### config.mk
export PLATFORM = sky130hd
export DESIGN_NAME = os_integrator
export DESIGN_NICKNAME = d
export VERILOG_FILES = /design/src/rtl/os_integ_pkg.sv /design/src/rtl/os_integ_lane.sv /design/src/rtl/os_integrator.sv
export SDC_FILE = /design/constraint.sdc
export NUM_CORES = 1
export LEC_CHECK = 0
export BUFFER_PORTS_ARGS = -buffer_cell sky130_fd_sc_hd__buf_4
export CAP_MARGIN = 15
export CORE_MARGIN = 4
export CORE_UTILIZATION = 25
export CTS_CLUSTER_SIZE = 8
export DETAILED_ROUTE_END_ITERATION = 12
export MAX_ROUTING_LAYER = met4
export PLACE_DENSITY = 0.41
export SYNTH_ARGS = -nofsm -noshare
export SYNTH_HDL_FRONTEND = slang
export SYNTH_SLANG_ARGS = --single-unit
### constraint.sdc
create_clock -name clk -period 2.2 [get_ports clk]
set_input_delay 0.44 -clock clk [delete_from_list [all_inputs] [get_ports clk]]
set_output_delay 0.44 -clock clk [all_outputs]
set_load 0.005 [all_outputs]
### src/rtl/os_integ_pkg.sv
// os_integ_pkg: FSM state, sign-extend and saturating-add helpers shared by os_integrator
package os_integ_pkg;
  localparam int MAX_W = 64;
  typedef enum logic {IDLE, RUN} state_t;
  function automatic logic [MAX_W-1:0] sext(input logic [MAX_W-1:0] v, input int w);
    logic [MAX_W-1:0] r;
    for (int i = 0; i < MAX_W; i++) r[i] = (i < w) ? v[i] : v[w-1];
    return r;
  endfunction
  function automatic logic [MAX_W-1:0] sat_add(input logic [MAX_W-1:0] a, input logic [MAX_W-1:0] b, input int w);
    logic [MAX_W-1:0] s;
    logic [MAX_W-1:0] lim;
    s = a + b;
    lim = (MAX_W'(1) << (w - 1)) - MAX_W'(!a[w-1]);
    return (a[w-1] == b[w-1] && s[w-1] != a[w-1]) ? lim : s;
  endfunction
endpackage

### src/rtl/os_integ_lane.sv
// os_integ_lane: one channel's sign-extend, add (clamped when OS_INTEG_SAT_EN is defined) and accumulator
module os_integ_lane import os_integ_pkg::*; #(
  parameter int IN_W = 6,
  parameter int ACC_W = 12
) (
  input logic clk,
  input logic rst_n,
  input logic clear,
  input logic add,
  input logic dump,
  input logic [IN_W-1:0] sample,
  output logic [ACC_W-1:0] sum
);
  logic [ACC_W-1:0] acc;
`ifdef OS_INTEG_SAT_EN
  assign sum = ACC_W'(sat_add(MAX_W'(acc), sext(MAX_W'(sample), IN_W), ACC_W));
`else
  assign sum = ACC_W'(MAX_W'(acc) + sext(MAX_W'(sample), IN_W));
`endif
  always_ff @(posedge clk) begin
    if (!rst_n || clear || dump) acc <= '0;
    else if (add) acc <= sum;
  end
endmodule

### src/rtl/os_integrator.sv
// os_integrator: multi-channel signed offset integrator with windowed dump, handshake and overrun (saturation via OS_INTEG_SAT_EN)
module os_integrator import os_integ_pkg::*; #(
  parameter int CHANNELS = 2,
  parameter int IN_W = 6,
  parameter int ACC_W = 12,
  parameter int PERIOD_W = 8
) (
  input logic clk,
  input logic rst_n,
  input logic in_valid,
  input logic [CHANNELS*IN_W-1:0] os_in,
  input logic [PERIOD_W-1:0] period,
  input logic clear,
  output logic out_valid,
  input logic out_ready,
  output logic [CHANNELS*ACC_W-1:0] out_data,
  output logic overrun
);
  state_t state, state_n;
  logic [PERIOD_W-1:0] cnt, win_len;
  logic [CHANNELS*ACC_W-1:0] sums;
  logic take, dump;
  always_comb begin
    take = state == RUN && in_valid && !clear;
    dump = take && cnt == win_len - PERIOD_W'(1);
    state_n = state == IDLE ? (period != '0 ? RUN : IDLE) : (dump && period == '0 ? IDLE : RUN);
  end
  for (genvar c = 0; c < CHANNELS; c++) begin : g_lane
    os_integ_lane #(.IN_W(IN_W), .ACC_W(ACC_W)) u_lane (
      .clk(clk),
      .rst_n(rst_n),
      .clear(clear),
      .add(take),
      .dump(dump),
      .sample(os_in[c*IN_W +: IN_W]),
      .sum(sums[c*ACC_W +: ACC_W])
    );
  end
  always_ff @(posedge clk) begin
    if (!rst_n) begin
      state <= IDLE;
      cnt <= '0;
      win_len <= '0;
      out_valid <= 1'b0;
      out_data <= '0;
      overrun <= 1'b0;
    end else begin
      state <= state_n;
      if ((state == IDLE && period != '0) || dump) win_len <= period;
      cnt <= (state == IDLE || clear || dump) ? '0 : cnt + PERIOD_W'(take);
      if (dump) out_data <= sums;
      out_valid <= dump || (out_valid && !out_ready);
      overrun <= overrun || (dump && out_valid && !out_ready);
    end
  end
endmodule
Word-level counts from Yosys, hierarchy flattened
Index checks and enable logic that the tools add are counted.
Widths: inputs -> output; s select.

operators by class
  add/sub/neg operators = 4
  equal/unequal tests = 1
  multiplexer cells = 3
  bitwise logic cells = 2
  reduce and logical (&&, ||, !) cells = 21

operators by type and width
  kind                 number
  $add 12x6->12        2
  $add 8x1->8          1
  $eq 8x8->1           1
  $logic_and 1x1->1    8
  $logic_not 8->1      1
  $reduce_bool 8->1    1
  $sub 8x1->8 const B  1
  $logic_or 1x1->1     7
  $logic_not 1->1      3
  $mux 1               3
  $not 1->1            2
  $reduce_or 2->1      1

word-level totals
  register bits = 67
  output and inout bits = 26
  word-level logic and storage cells = 39

Depth between registers and ports, before layout
Gate-level depths: netlist of run 1.

  depth after elaboration = 6
  depth in mapped cells = 10

Modules after synthesis
Synthesis of run 1 repeated with hierarchy kept, for this count alone.

unflattened totals
  cells, all modules = 463
  area, all modules = 4065.1 µm²

modules (own cells, without submodules)
  module                            instances  cells an instance  area each (µm²)  sequential area each (µm²)
  os_integrator                     1          227                2085.8           860.8
  os_integ_lane (g_lane[1].u_lane)  1          125                1049.8           240.2
  os_integ_lane (g_lane[0].u_lane)  1          111                929.6            240.2

Worst setup path after synthesis of run 1
OpenSTA, ideal clock, no wires.

  kind = reg-to-reg
  start = register win_len[2]
  end = register g_lane[1].u_lane.acc[11]
  arrival time = 2.196 ns
  required time = 2.063 ns
  slack = -0.134 ns
  cell stages (with the launch flop) = 8
  path buffers = 1
  path through = dfxtp_1 or3_4 or4_1 a2111o_1 and3_4 o21ai_4 buf_6 a211oi_1

between the ends
  word-level cells in the longest chain between the ends = 4

ends and longest elaborated chain
  element                 RTL line             source
  start, declared         os_integrator.sv:20  logic [PERIOD_W-1:0] cnt, win_len;
  start signal, assigned  os_integrator.sv:49  if ((state == IDLE && period != '0) || dump) win_len <= period;
  $sub 8x1->8             os_integrator.sv:25  dump = take && cnt == win_len - PERIOD_W'(1);
  $eq 8x8->1              os_integrator.sv:25
  $logic_and 1x1->1       os_integrator.sv:25
  $logic_or 1x1->1        os_integ_lane.sv:21  if (!rst_n || clear || dump) acc <= '0;
  end signal, assigned    os_integ_lane.sv:22  else if (add) acc <= sum;
  end, declared           os_integ_lane.sv:14  logic [ACC_W-1:0] acc;

No other way between the ends.
A chain may end at the register's enable or synchronous reset.

Worst setup path after layout of run 1
  start = register win_len[4]
  end = register g_lane[1].u_lane.acc[11]

The elaborated chain is that of the path after synthesis.

==> flow_summary_export.csv, run 1 <==
group,metric,value,unit
clocking,hold_buffers,0,
clocking,tritoncts.num_buffers,9,
worst_setup_path,cp.required,2400,ps
global_route,grt_max_degree,26,
worst_setup_path,rr_worst_depth,7,
min_path,min_to,"win_len[7]",
clocking,path_clk_slew,60,ps
global_route,grt_pass1_vias,3706,
routing,wl,11.5,mm
routing,dr_total_vias,3701,
finish,seq_area,1340,µm²
routing,post_drt_wl_per_cell,15.4,µm
die,io_pins,51,
finish,fill_cells,1631,
worst_setup_path,crit_type,"register to register",
timing,finalSetupViolCount,66,
global_route,antenna_found_initial,0,
worst_setup_path,arrival,2570,ps
status,violations,"setup timing",
routing,viasPerCell,4.93,
placed_design,placed_cell_area,4850,µm²
worst_setup_path,r2r-start,"win_len[4]",
worst_setup_path,start_kind,"register",
placed_design,port_buffers,50,
synth,synth_nets,518,
placed_design,dp.final_hpwl,8.73,mm
min_path,hold_class,"input port to register",
timing,relSlewSlack,66.4,%
die,die-area,17500,µm²
worst_setup_path,r2r_slack,-170,ps
worst_setup_path,worstReg2RegEnd,"g_lane[1].u_lane.acc[11]",
finish,final_cell_mix,"buf_4, dfxtp_1, nand2_1",
timing,post-route-period-util,108,%
die,core_area,15200,µm²
routing,remaining_drc_errors,0,
timing,worst_pin_slew,500,ps
synth,synth_area,3870,µm²
synth,ys_async_sr_fraction,0,%
routing,drtIter0Drc,167,
clocking,cts.sinks,67,
finish,utilization,34.0,%
placed_design,placedCellCount,735,
timing,hold_slack,358,ps
die,die_y,132,µm
finish,area_delta_synth_final,33.7,%
die,die_x,132,µm
min_path,hold_depth,3,
timing,rsz0062_at_grt,"true",
timing,setup_ws,-170,ps
power_and_ir_drop,p_leak,2.15,nW
synth,netlist_instances,466,
synth,ys.flop_type,"dfxtp_1",
synth,ys_warn_count,0,
finish,finalInstanceArea,5170,µm²
finish,nets,610,
timing,finalMaxSlewViolations,0,
clocking,cts_root_buf,"clkbuf_16",
routing,first_pass_iters,4,
clocking,cts_max_level,3,
finish,antenna_cells,0,
synth,synth_edf_count,0,
timing,finalHoldViolations,0,
worst_setup_path,cp-end-kind,"register",
finish,multi_input_area,2420,µm²
status,status,"finished with violations",
worst_setup_path,worstPathMaxFanout,17,
finish,fin_cells,750,
die,rows,45,
flow_run,max-cap-violations,0,
finish,drive_gt1_share,25.3,%
clocking,cts_tree,"yes",
synth,ys_ff_latch,67,
global_route,track_usage,14.1,%
clocking,clock_path_buffers,2,
placed_design,gp_congestion,0.802,
global_route,grt-ovfl-total,0,
clocking,clk_latency,340,ps
synth,ys_types,55,
synth,synth_seq_area_share,34.7,%
timing,clock_skew,7.50,ps
routing,ant_nets,0,
finish,final_common_cell,"buf_4",
die,initial_core_util,25.4,%
global_route,grt_pass1_wl,19.3,mm
synth,avgSynthCellArea,8.30,µm²
power_and_ir_drop,max-vdd-ir-drop,0.000385,V
power_and_ir_drop,powerDensity,616,nW/µm²
timing,fmax,0.422,GHz
placed_design,post-place-ws,-152,ps
timing,min_period,2370,ps
min_path,worstHoldStart,"period[7]",
## where the power goes
part / switching [mW] / internal [mW] / leakage, nW
logic: 0.307 / 0.237 / 1.47
clock network: 0.526 / 0.868 / 0.136
registers: 0.0119 / 1.23 / 0.543
## area by class of cell
cell class	count	area share (%)
Sequential cell	67	26.0
Multi-Input combinational cell	360	46.8
Inverter	16	1.16
Tap cell	188	4.55
Clock inverter	3	0.774
Clock buffer	12	4.57
Timing Repair Buffer	104	16.1
## cells in the mapped netlist (all sizes together) (3+ instances only)
cell type / number / area [µm²]
nor2: 23 / 93.8
a21oi: 52 / 264
a211oi: 14 / 105
nor2b: 4 / 25.0
nand3: 30 / 155
o211ai: 4 / 30.0
nand2: 52 / 195
nand2b: 3 / 18.8
nor3: 7 / 35.0
a21o: 5 / 37.5
nor4: 4 / 25.0
o21bai: 3 / 22.5
ha: 25 / 313
dfxtp: 67 / 1340
and3: 13 / 86.3
xnor2: 21 / 184
o311a: 3 / 30.0
o21a: 4 / 30.0
xor2: 9 / 78.8
and2: 3 / 18.8
mux2i: 9 / 90.1
buf: 7 / 60.1
o22ai: 4 / 25.0
o21ai: 32 / 171
nand4: 3 / 18.8
clkbuf: 16 / 60.1
o2111ai: 3 / 26.3
or3: 5 / 36.3
inv: 15 / 56.3
## kinds of logic after synthesis
| logic type | count (synthesis) | synth area share, % |
|---|---|---|
| AOI/OAI and AO/OA | 140 | 22.7 |
| xor gates and xnor gates | 30 | 6.79 |
| buffers and inverters | 39 | 4.66 |
| adders and majority gates | 27 | 9.12 |
| DFF | 67 | 34.7 |
| and+or+nand+nor | 154 | 19.7 |
| muxes | 9 | 2.33 |
## worst max-delay path by stage
stage | startpoint | end | slack [ps] | cells past startpoint
after floorplan | win_len[4] | g_lane[1].u_lane.acc[11] | -80 | 7
after global placement | os_in[1] | g_lane[0].u_lane.acc[9] | -190 | 8
after detailed placement | os_in[1] | g_lane[0].u_lane.acc[9] | -150 | 8
after CTS | win_len[4] | g_lane[1].u_lane.acc[11] | -160 | 7
after global routing | win_len[4] | out_data[1] | -270 | 7
final | win_len[4] | g_lane[1].u_lane.acc[11] | -170 | 7
## critical path: stages, from the launching register on
cell      delay (ps)
dfxtp_2          310
or3_4            390
or4_4            470
a2111o_1         400
and3_4           220
o21ai_4          190
buf_12           190
a211oi_1          60
## flip-flops by register name (all words and copies together), names as in the netlist
signal	count
g_lane.u_lane.acc	24
state	1
out_data	24
win_len	8
out_valid	1
overrun	1
cnt	8
## stage by stage
step | power (mW) | setup TNS (ps)
after floorplan | 1.59 | -2020
after global placement | 1.80 | -6250
after detailed placement | 1.80 | -6330
after CTS | 3.23 | -6850
after global routing | 3.35 | -12480
final | 3.18 | -6170
## what timing repair did
action / 4_1_cts / 5_1_grt
pin swaps: 1 / 0
setup buffers: 0 / 0
endpoints found under the setup margin: 66 / 67
resized for setup: 7 / 11
gates cloned: 0 / 0
## metal layers
| layer | up-vias | part of all wire (%) | global-route usage [%] |
|---|---|---|---|
| met3 | 13 | 3.0 | 3.66 |
| met1 | 1759 | 49 | 17.7 |
| li1 | 1875 | - | - |
| met4 | 0 | 1.3 | 3.98 |
| met2 | 54 | 47 | 22.4 |
| met5 | - | 0 | - |
Note: power is estimated with default switching activity, not from simulation.
==> inputs of run 2 (changes only) <==
--- a/config.mk
+++ b/config.mk
@@ -7,5 +7,5 @@
 export LEC_CHECK = 0
 export BUFFER_PORTS_ARGS = -buffer_cell sky130_fd_sc_hd__buf_4
-export CAP_MARGIN = 15
+export CAP_MARGIN = 20
 export CORE_MARGIN = 4
 export CORE_UTILIZATION = 25
@@ -14,4 +14,5 @@
 export MAX_ROUTING_LAYER = met4
 export PLACE_DENSITY = 0.41
+export REMOVE_ABC_BUFFERS = 1
 export SYNTH_ARGS = -nofsm -noshare
 export SYNTH_HDL_FRONTEND = slang
==> constraint.sdc (replaced) <==
create_clock -name clk -period 2.2 [get_ports clk]
set_input_delay 0.22 -clock clk [delete_from_list [all_inputs] [get_ports clk]]
set_output_delay 0.22 -clock clk [all_outputs]
set_load 0.005 [all_outputs]
==> run 2 against run 1 <==
Against the previous run:
- largest power group unchanged
- first-iteration DRC count grew 6.0%
- sequential power is essentially flat
- critical path type unchanged
- setup slack lost 34 ps
- power grew 8.2%
- critical endpoint is now g_lane[0].u_lane.acc[1]
- the flow still finishes with violations (setup timing)
- cell count shrank 0.40%
==> flow_summary_export.csv, run 2 (synthesized netlist as in run 1, its figures left out) <==
group,metric,value,unit
status,status,"finished with violations",
status,violations,"setup timing",
timing,min_period,2400,ps
placed_design,placedCellCount,723,
flow_run,max-cap-violations,0,
worst_setup_path,r2r-start,"win_len[2]",
timing,post-route-period-util,109,%
min_path,hold_class,"input port to register",
placed_design,dp.final_hpwl,8.56,mm
timing,clock_skew,5.42,ps
routing,ant_nets,0,
worst_setup_path,max_stage_delay,480,ps
worst_setup_path,crit_type,"register to register",
worst_setup_path,arrival,2610,ps
finish,finalInstanceArea,5280,µm²
worst_setup_path,worstPathMaxFanout,6,
worst_setup_path,critPathBufInv,2,
placed_design,post-place-ws,-244,ps
die,core_area,15200,µm²
global_route,grt_pass1_wl,19.0,mm
routing,viasPerCell,4.90,
finish,area_delta_synth_final,36.6,%
worst_setup_path,rr_worst_depth,8,
routing,post_drt_wl_per_cell,15.7,µm
clocking,clock_path_buffers,2,
routing,remaining_drc_errors,0,
finish,largestRegisters,"g_lane.u_lane.acc (24), out_data (24)",
finish,fin_cells,747,
routing,dr_total_vias,3663,
clocking,cts_root_buf,"clkbuf_16",
finish,drive_gt1_share,25.8,%
placed_design,placed_cell_area,4720,µm²
finish,antenna_cells,0,
placed_design,gp_congestion,0.803,
worst_setup_path,path_common_cell,"buf_12",
global_route,grt_pass1_vias,3648,
routing,first_pass_iters,4,
worst_setup_path,path_cells,"or3_4, or4_4, a2111o_1, and3_4, o21ai_4, buf_12, buf_12, a211oi_1",
timing,finalHoldViolations,0,
timing,worst_pin_slew,534,ps
clocking,clk_latency,330,ps
timing,setup_ws,-204,ps
worst_setup_path,start_kind,"register",
worst_setup_path,cp-endpoint,"g_lane[0].u_lane.acc[1]",
clocking,cts.sinks,67,
timing,finalSetupViolCount,65,
die,initial_core_util,25.4,%
clocking,cts_tree,"yes",
finish,final_cell_mix,"buf_4, dfxtp_1, nand2_1",
worst_setup_path,setup.worst_path.start,"win_len[2]",
power_and_ir_drop,max-vdd-ir-drop,0.000348,V
finish,final_common_cell,"buf_4",
finish,utilization,34.7,%
timing,relSlewSlack,63.9,%
clocking,hold_buffers,0,
clocking,path_clk_slew,60,ps
global_route,grt_max_degree,26,
worst_setup_path,cp.depth,8,
die,die-area,17500,µm²
worst_setup_path,path_delay_family,"simple AND/OR/NAND/NOR gates",
clocking,cts_max_level,3,
global_route,track_usage,13.8,%
die,rows,45,
finish,nets,606,
global_route,grt-ovfl-total,0,
power_and_ir_drop,p_leak,2.18,nW
power_and_ir_drop,finalPower,3.45,mW
die,die_x,132,µm
die,die_y,132,µm
die,io_pins,51,
placed_design,port_buffers,50,
worst_setup_path,cp.required,2410,ps
finish,fill_cells,1576,
timing,fmax,0.416,GHz
worst_setup_path,worstReg2RegEnd,"g_lane[0].u_lane.acc[1]",
timing,rsz0062_at_grt,"true",
power_and_ir_drop,powerDensity,653,nW/µm²
clocking,tritoncts.num_buffers,9,
timing,finalMaxSlewViolations,0,
routing,wl,11.7,mm
global_route,antenna_found_initial,0,
worst_setup_path,cp_slowest_cell,"or4_4",
worst_setup_path,r2r_slack,-200,ps
worst_setup_path,cp-end-kind,"register",
routing,drtIter0Drc,177,
run 2: per-layer routing:
metal	up-vias	GRT usage (%)	routed length, µm
met5	-	-	0
met4	0	3.75	163
met3	16	2.75	418
met2	77	21.2	5220
met1	1705	18.5	5900
li1	1865	-	-
run 2: worst min path at each step:
stage,endpoint,startpoint,slack [ps],depth (start not counted)
after floorplan,out_valid,rst_n,340,1
after global placement,g_lane[0].u_lane.acc[4],g_lane[0].u_lane.acc[4],450,2
after detailed placement,out_data[9],out_data[9],450,2
after CTS,win_len[2],period[2],140,3
after global routing,win_len[2],period[2],150,3
final,win_len[1],period[1],150,3
run 2: timing repair:
| item | in CTS | in global routing |
|---|---|---|
| gates cloned | 1 | 1 |
| gates resized for setup | 20 | 25 |
| buffers inserted | 3 | 4 |
| endpoints found under the setup margin | 66 | 67 |
| pin swaps | 4 | 4 |
run 2: cell type report:
type	instances	area (µm²)	area share [%]
clock buffers	12	256	4.86
clock inverters	4	72.6	1.37
inverters	16	60.1	1.14
multi-input cells	360	2440	46.2
flip-flops and latches	67	1340	25.4
well taps	188	235	4.45
repair buffers	100	873	16.5
run 2: worst reg2reg max path, cell delays in order, from the launching register on:
cell and delay, ps:
dfxtp_1 310, or3_4 390, or4_4 480, a2111o_1 410, and3_4 200, o21ai_4 190, buf_12 140, buf_12 120
a211oi_1 50
run 2: power by group:
part / switching, mW / total (mW) / leakage, nW / internal (mW)
Sequential: 0.0115 / 1.25 / 0.543 / 1.23
Combinational: 0.325 / 0.610 / 1.48 / 0.285
Clock: 0.539 / 1.59 / 0.159 / 1.05
run 2: per-stage QoR:
stage               hold slack [ps]  setup TNS [ps]
floorplan                       338          -23680
global placement                447           -9970
detailed placement              451          -10540
CTS                             137           -7130
global route                    155          -15240
finish                          152           -8760
==> inputs of run 3 (changes only) <==
- PLACE_DENSITY: 0.41 -> 0.39
==> run 3 against run 2 <==
Against the previous run:
- the flow still finishes with violations (setup timing)
- critical path depth unchanged
- power is 0.31% lower
- clock skew up 5.0 ps
- flip-flop and latch count is the same
==> flow_summary_export.csv, run 3 (synthesized netlist as in run 1, its figures left out) <==
group,metric,value,unit
routing,post_drt_wl_per_cell,15.9,µm
clocking,hold_buffers,0,
worst_setup_path,arrival,2630,ps
routing,first_pass_iters,4,
worst_setup_path,critPathBufInv,2,
worst_setup_path,path_delay_family,"simple AND/OR/NAND/NOR gates",
power_and_ir_drop,power_frac_clock,44.9,%
global_route,grt-ovfl-total,0,
die,die_x,132,µm
timing,finalMaxSlewViolations,0,
placed_design,dp.final_hpwl,8.74,mm
die,initial_core_util,25.4,%
status,violations,"setup timing",
timing,rsz0062_at_grt,"true",
flow_run,max-cap-violations,0,
clocking,cts_max_level,3,
die,core_area,15200,µm²
finish,largestRegisters,"g_lane.u_lane.acc (24), out_data (24)",
global_route,track_usage,14.3,%
clocking,cts_tree,"yes",
timing,finalHoldViolations,0,
placed_design,port_buffers,50,
worst_setup_path,path_common_cell,"buf_12",
routing,drtIter0Drc,175,
routing,ant_nets,0,
routing,wl,11.9,mm
finish,final_cell_mix,"buf_4, dfxtp_1, nand2_1",
finish,nets,609,
routing,remaining_drc_errors,0,
clocking,tritoncts.num_buffers,9,
finish,drive_gt1_share,29.6,%
worst_setup_path,path_cells,"or3_4, or4_4, a2111o_1, and3_4, o21ai_4, buf_12, buf_12, nor3_1",
power_and_ir_drop,switching_share,25.7,%
finish,area_delta_synth_final,39.6,%
power_and_ir_drop,comb_power_share,18.9,%
worst_setup_path,max_stage_delay,470,ps
timing,fin_tns_setup,-10760,ps
timing,post-route-period-util,110,%
die,rows,45,
status,status,"finished with violations",
worst_setup_path,cp.required,2410,ps
global_route,grt_pass1_wl,19.6,mm
placed_design,post-place-ws,-232,ps
routing,viasPerCell,4.92,
finish,antenna_cells,0,
finish,final_common_cell,"buf_4",
clocking,cts_root_buf,"clkbuf_16",
timing,min_period,2420,ps
worst_setup_path,crit_type,"register to register",
power_and_ir_drop,powerDensity,636,nW/µm²
clocking,clock_path_buffers,2,
power_and_ir_drop,power_switching,883,µW
worst_setup_path,cp-end-kind,"register",
die,die_y,132,µm
timing,setup_ws,-222,ps
die,die-area,17500,µm²
global_route,antenna_found_initial,0,
worst_setup_path,start_kind,"register",
global_route,grt_pass1_vias,3756,
global_route,grt_max_degree,26,
power_and_ir_drop,p_int,2.55,mW
timing,finalSetupViolCount,67,
power_and_ir_drop,p_leak,2.21,nW
placed_design,gp_congestion,0.796,
worst_setup_path,r2r_slack,-220,ps
clocking,cts.sinks,67,
timing,fmax,0.413,GHz
timing,relSlewSlack,62.3,%
worst_setup_path,cp_slowest_cell,"or4_4",
timing,clock_skew,10.4,ps
routing,dr_total_vias,3683,
power_and_ir_drop,max-vdd-ir-drop,0.000318,V
power_and_ir_drop,p_seq_share,36.3,%
clocking,path_clk_slew,60,ps
worst_setup_path,worstPathMaxFanout,6,
clocking,clk_latency,330,ps
min_path,hold_class,"input port to register",
die,io_pins,51,
timing,worst_pin_slew,559,ps
run 3: cell count changes in the layout (fill, tap and decap cells not counted), moves of 3 or more:
cell,change
a21oi_1,-9
a21oi_2,+9
buf_6,+6
o21ai_2,+4
a211oi_1,-3
a211oi_2,+3
buf_4,-3
o21ai_1,-3
run 3: final timing paths:
path                            cells past startpoint                     from                       to
worst min register to register                      2  g_lane[1].u_lane.acc[8]  g_lane[1].u_lane.acc[8]
worst max-delay path                                8               win_len[3]  g_lane[0].u_lane.acc[9]
worst min-delay path                                3                period[7]               win_len[7]
worst max register to register                      8               win_len[3]  g_lane[0].u_lane.acc[9]
run 3: cell type report:
| class | instances | area (µm²) |
|---|---|---|
| Clock inverter | 5 | 77.6 |
| Tap cell | 188 | 235 |
| Multi-Input combinational cell | 360 | 2530 |
| Timing Repair Buffer | 103 | 913 |
| Clock buffer | 10 | 239 |
| Fill cell | 1599 | 9800 |
| Sequential cell | 67 | 1340 |
| Inverter | 16 | 60.1 |
run 3: what timing repair did:
item	4_1_cts	5_1_grt
resized for setup	53	24
pin swaps	14	10
setup buffers	12	2
hold endpoints to repair	0	0
gates cloned	1	0
setup endpoints to repair	66	67
run 3: stage by stage:
stage                     utilization, %  hold slack [ps]  instance area [µm²]  std cells  total power [mW]
final                               35.5              158                 5400        749              3.44
after global routing                35.5              164                 5400        749              3.59
after CTS                           34.8              144                 5290        748              3.44
after detailed placement            31.0              450                 4710        722              1.79
after global placement              31.0              446                 4710        722              1.79
after floorplan                        -              338                 3750        443              1.55
run 3: power by group through the flow:
stage / registers, mW / clock network (mW) / logic (mW)
finish: 1.25 / 1.54 / 0.648
global route: 1.25 / 1.64 / 0.710
CTS: 1.25 / 1.58 / 0.614
detailed placement: 1.27 / 0 / 0.522
global placement: 1.27 / 0 / 0.520
floorplan: 1.27 / 0 / 0.277
run 3: metal layers:
metal	GRT usage, %	vias to the layer above	wire length (µm)
met5	-	-	0
met4	3.29	0	141
met3	3.55	9	380
met2	22.9	58	5740
met1	18.4	1745	5610
li1	-	1871	-
run 3: worst reg2reg max path, stage by stage (launching register included):
cell	delay [ps]
dfxtp_1	310
or3_4	390
or4_4	480
a2111o_1	420
and3_4	220
o21ai_4	190
buf_12	150
buf_12	120
nor3_1	50
